==> src/rtl/divided_tick_timer.sv <==
// Day/hour timer clocked from a selectable tap of a free-running divider bus.
// Optional macro TAP_CHANGE_MASK_EN suppresses edge detection in the cycle tap_sel changes.
module divided_tick_timer #(
  parameter int unsigned DAY_HOURS      = 8,
  parameter int unsigned TICKS_PER_HOUR = 4
) (
  input  logic        clock,
  input  logic        reset,
  input  logic [31:0] divided_clocks,
  input  logic [4:0]  tap_sel,
  input  logic        start,
  input  logic        hold,
  output logic        tick,
  output logic [3:0]  hour,
  output logic        hour_pulse,
  output logic        running,
  output logic        day_done
);

  localparam logic [3:0] LastHour = 4'(DAY_HOURS - 1);
  localparam logic [7:0] LastSub  = 8'(TICKS_PER_HOUR - 1);

  typedef enum logic [1:0] {StIdle, StRun, StPause, StDone} state_e;

  state_e     state_q, state_d;
  logic [3:0] hour_q, hour_d;
  logic [7:0] sub_q, sub_d;
  logic       tap_q, tap_d;
  logic       tick_q, tick_d;
  logic       hour_pulse_q, hour_pulse_d;
  logic       running_q, running_d;
  logic       day_done_q, day_done_d;
  logic       tap_cur;
  logic       edge_det;
  logic       tap_changed;

`ifdef TAP_CHANGE_MASK_EN
  logic [4:0] tap_sel_q;
  assign tap_changed = (tap_sel != tap_sel_q);
`else
  assign tap_changed = 1'b0;
`endif

  always_comb begin
    tap_cur  = divided_clocks[tap_sel];
    tap_d    = tap_cur;
    edge_det = tap_cur & ~tap_q & ~tap_changed;
    tick_d   = edge_det;

    state_d      = state_q;
    hour_d       = hour_q;
    sub_d        = sub_q;
    hour_pulse_d = 1'b0;

    case (state_q)
      StIdle, StDone: begin
        // A tick coinciding with start is dropped: counters restart from zero.
        if (start) begin
          state_d = StRun;
          hour_d  = 4'd0;
          sub_d   = 8'd0;
        end
      end
      StRun: begin
        if (hold) begin
          state_d = StPause;
        end else if (tick_q) begin
          if (sub_q == LastSub) begin
            sub_d = 8'd0;
            if (hour_q == LastHour) begin
              state_d = StDone;
            end else begin
              hour_d       = hour_q + 4'd1;
              hour_pulse_d = 1'b1;
            end
          end else begin
            sub_d = sub_q + 8'd1;
          end
        end
      end
      StPause: begin
        if (!hold) state_d = StRun;
      end
      default: state_d = StIdle;
    endcase

    running_d  = (state_d == StRun);
    day_done_d = (state_d == StDone);
  end

  always_ff @(posedge clock) begin
    if (reset) begin
      state_q      <= StIdle;
      hour_q       <= 4'd0;
      sub_q        <= 8'd0;
      tap_q        <= 1'b0;
      tick_q       <= 1'b0;
      hour_pulse_q <= 1'b0;
      running_q    <= 1'b0;
      day_done_q   <= 1'b0;
`ifdef TAP_CHANGE_MASK_EN
      // Track the live select so the first cycle after reset is not masked.
      tap_sel_q    <= tap_sel;
`endif
    end else begin
      state_q      <= state_d;
      hour_q       <= hour_d;
      sub_q        <= sub_d;
      tap_q        <= tap_d;
      tick_q       <= tick_d;
      hour_pulse_q <= hour_pulse_d;
      running_q    <= running_d;
      day_done_q   <= day_done_d;
`ifdef TAP_CHANGE_MASK_EN
      tap_sel_q    <= tap_sel;
`endif
    end
  end

  assign tick       = tick_q;
  assign hour       = hour_q;
  assign hour_pulse = hour_pulse_q;
  assign running    = running_q;
  assign day_done   = day_done_q;

endmodule

==> config.mk <==
export PLATFORM = sky130hd
export DESIGN_NAME = divided_tick_timer
export DESIGN_NICKNAME = d
export VERILOG_FILES = /design/src/rtl/divided_tick_timer.sv
export SDC_FILE = /design/constraint.sdc
export NUM_CORES = 1
export LEC_CHECK = 0
export ABC_AREA = 1
export CORE_ASPECT_RATIO = 0.9
export CORE_UTILIZATION = 49
export CTS_BUF_LIST = sky130_fd_sc_hd__clkbuf_2
export DETAILED_ROUTE_END_ITERATION = 8
export GPL_ROUTABILITY_DRIVEN = 0
export PLACE_DENSITY = 0.88
export SLEW_MARGIN = 20
export SYNTH_ARGS = -nofsm -noshare
export SYNTH_HDL_FRONTEND = slang
export SYNTH_SLANG_ARGS = --single-unit
==> constraint.sdc <==
create_clock -name clock -period 2.2 [get_ports clock]
set_input_delay 0.44 -clock clock [delete_from_list [all_inputs] [get_ports clock]]
set_output_delay 0.44 -clock clock [all_outputs]
set_load 0.005 [all_outputs]
==> flow_metrics.env <==
export IMPL_outcome="finished, final reports clean"
export IMPL_grt_usage_pct=23.4
export IMPL_antenna_cells=0
export IMPL_drv_cap=0
export IMPL_dpl_cell_area_mm2=0.00180
export IMPL_core_region_area_mm2=0.00249
export IMPL_cts_root_buf="clkbuf_2"
export IMPL_overflow=0
export IMPL_cts_setup_buffers=0
export IMPL_avgRoutedWirePerCell_um=10.3
export IMPL_postSynthAreaPerCell_um2=6.20
export IMPL_ys_top_cells_by_area="dfxtp_1, nand2_1, nand3_1"
export IMPL_grt_max_degree=17
export IMPL_tns_ps=0
export IMPL_dr_total_vias=1396
export IMPL_clock_sinks=19
export IMPL_tritoncts="done"
export IMPL_die_area_mm2=0.00286
export IMPL_dp_hpwl_mm=2.56
export IMPL_syn_cell_area_mm2=0.00130
export IMPL_cts_hold_buf=0
export IMPL_worst_pin_slew_ps=292
export IMPL_drt_total_wl_mm=2.96
export IMPL_numCtsBuffers=3
export IMPL_clk_path_buf_depth=2
export IMPL_htree_levels=1
export IMPL_clkSlewWorstSetupHoldPaths_ps=180
export IMPL_path_cells="clkdlybuf4s50_1"
export IMPL_ant_nets=0
export IMPL_yosysWarnings=0
export IMPL_power_leakage_nw=0.824
export IMPL_cp_top_family="buffers and inverters"
export IMPL_grt_pass1_wl_mm=5.23
export IMPL_cts_repair_resized=0
export IMPL_antenna_found_initial=0
export IMPL_power_density_mw_per_mm2=482
export IMPL_worst_setup_path_start_kind="flop"
export IMPL_initial_core_util_pct=52.1
export IMPL_fmax_ghz=0.583
export IMPL_drive_above_1_share_pct=10.0
export IMPL_finClkSkew_ps=13.6
export IMPL_dr_pass1_iters=6
export IMPL_row_count=17
export IMPL_synthArstFlopShare_pct=0
export IMPL_synthesis_nets=254
export IMPL_drc=0
export IMPL_cp_required_ps=1760
export IMPL_wl_met1_mm=1.38
export IMPL_die_w_um=56.2
export IMPL_clk_latency_ps=320
export IMPL_areaGrowthSynthToFinish_pct=40.1
export IMPL_dr_max_layer_used="met4"
export IMPL_synth_flop_cell="dfxtp_1"
export IMPL_dr_first_iter_drc_count=38
export IMPL_synthDominantCellAreaShare_pct=29.3
export IMPL_nets=305
export IMPL_synthDistinctLibCells=25
export IMPL_cp_arrival_ps=1280
export IMPL_finalCritPeriodShare_pct=78.0
export IMPL_hold_viol_final=0
export IMPL_synth_common_cells="nand2_1, nand3_1, inv_1, dfxtp_1, nor2_1"
export IMPL_drt_vias_per_instance=4.86
export IMPL_peakVddDrop_mv=0.450
export IMPL_cp_end_kind="output pin"
export IMPL_setup_viol=0
export IMPL_worstSetupPathType="flop to output pin"
export IMPL_synth_seq_cells=19
export IMPL_synth_area_leader_cell="dfxtp_1"
export IMPL_synth_seq_area_share_pct=29.3
export IMPL_cpMaxStageDelayCell="clkdlybuf4s50_1"
export IMPL_wl_met3_um=113
export IMPL_critical_path_max_stage_delay_ps=540
export IMPL_synth_edf_count=0
export IMPL_synth_most_common_cell="nand2_1"
export IMPL_slew_headroom_pct=80.5
export IMPL_cp_max_fo=4
export IMPL_die_h_um=50.8
export IMPL_wl_met2_mm=1.46
export IMPL_critPathBufInv=1
export IMPL_fin_area_mm2=0.00182
export IMPL_slew_violations=0
export IMPL_grt_pass1_vias=1278
export IMPL_fin_crit_ps=1720
export IMPL_pin_count=49
export IMPL_synthCells=209
export IMPL_hp_class="flop to flop"
export IMPL_port_buffers=48
export IMPL_rsz0062_at_grt="no"
[through the flow]
step	utilization, %	cells	total power [mW]	setup WS [ps]	hold slack, ps
finish	73.0	287	0.875	484	398
global route	73.0	287	0.939	345	411
CTS	73.0	287	0.882	472	398
detailed placement	72.1	283	0.733	255	375
global placement	72.1	283	0.725	269	373
floorplan	-	209	0.595	711	368
[layer usage]
| metal | global-route usage [%] | vias to the layer above |
|---|---|---|
| met5 | 0 | - |
| met4 | 3.66 | 0 |
| met3 | 4.64 | 4 |
| met2 | 43.1 | 32 |
| met1 | 28.6 | 600 |
| li1 | - | 760 |
[power by group]
part / total, mW / internal [mW] / switching, mW
registers: 0.392 / 0.372 / 0.0206
logic: 0.333 / 0.162 / 0.171
clock network: 0.150 / 0.0411 / 0.109
total: 0.875 / 0.575 / 0.300
[cell usage in the layout (no fill, tap or decap), drive strengths merged]
cell type,count
nand2,71
clkdlybuf4s50,48
nand3,33
inv,30
nor2,21
dfxtp,19
a21oi,10
o21ai,9
ha,4
nor3,4
xor2,3
clkbuf,3
buf,2
or2,1
clkinv,1
[cell type report]
class | count | area [um2]
tap | 28 | 35.0
inverter | 30 | 118
fill | 229 | 673
clock inverter | 1 | 5.00
clock buffer | 3 | 15.0
timing repair buffer | 50 | 495
sequential | 19 | 380
multi-input combinational | 156 | 767
[worst paths after layout]
check	from	to	slack, ps	cells past startpoint
min	tap_q$_SDFF_PP0_	tick$_SDFF_PP0_	400	1
min reg2reg	tap_q$_SDFF_PP0_	tick$_SDFF_PP0_	400	1
max reg2reg	state_q[0]$_SDFF_PP0_	sub_q[3]$_SDFFE_PP0P_	500	10
max	hour[1]$_SDFFE_PP0P_	hour[1]	480	1
[sequential cells by signal, indices dropped and copies added (netlist names)]
signal      cells
tick            1
running         1
day_done        1
tap_q           1
sub_q           8
hour            4
state_q         2
hour_pulse      1
[cell families after synthesis]
kind of cell / count (synthesis) / synth area share (%)
AO/OA/AOI/OAI: 19 / 8.78
XOR/XNOR: 3 / 2.03
adder cells (fa/ha/maj): 4 / 3.86
buffers and inverters: 34 / 11.5
flip-flops: 19 / 29.3
AND/OR/NAND/NOR: 130 / 44.5
Power figures use the tool's default switching activity.
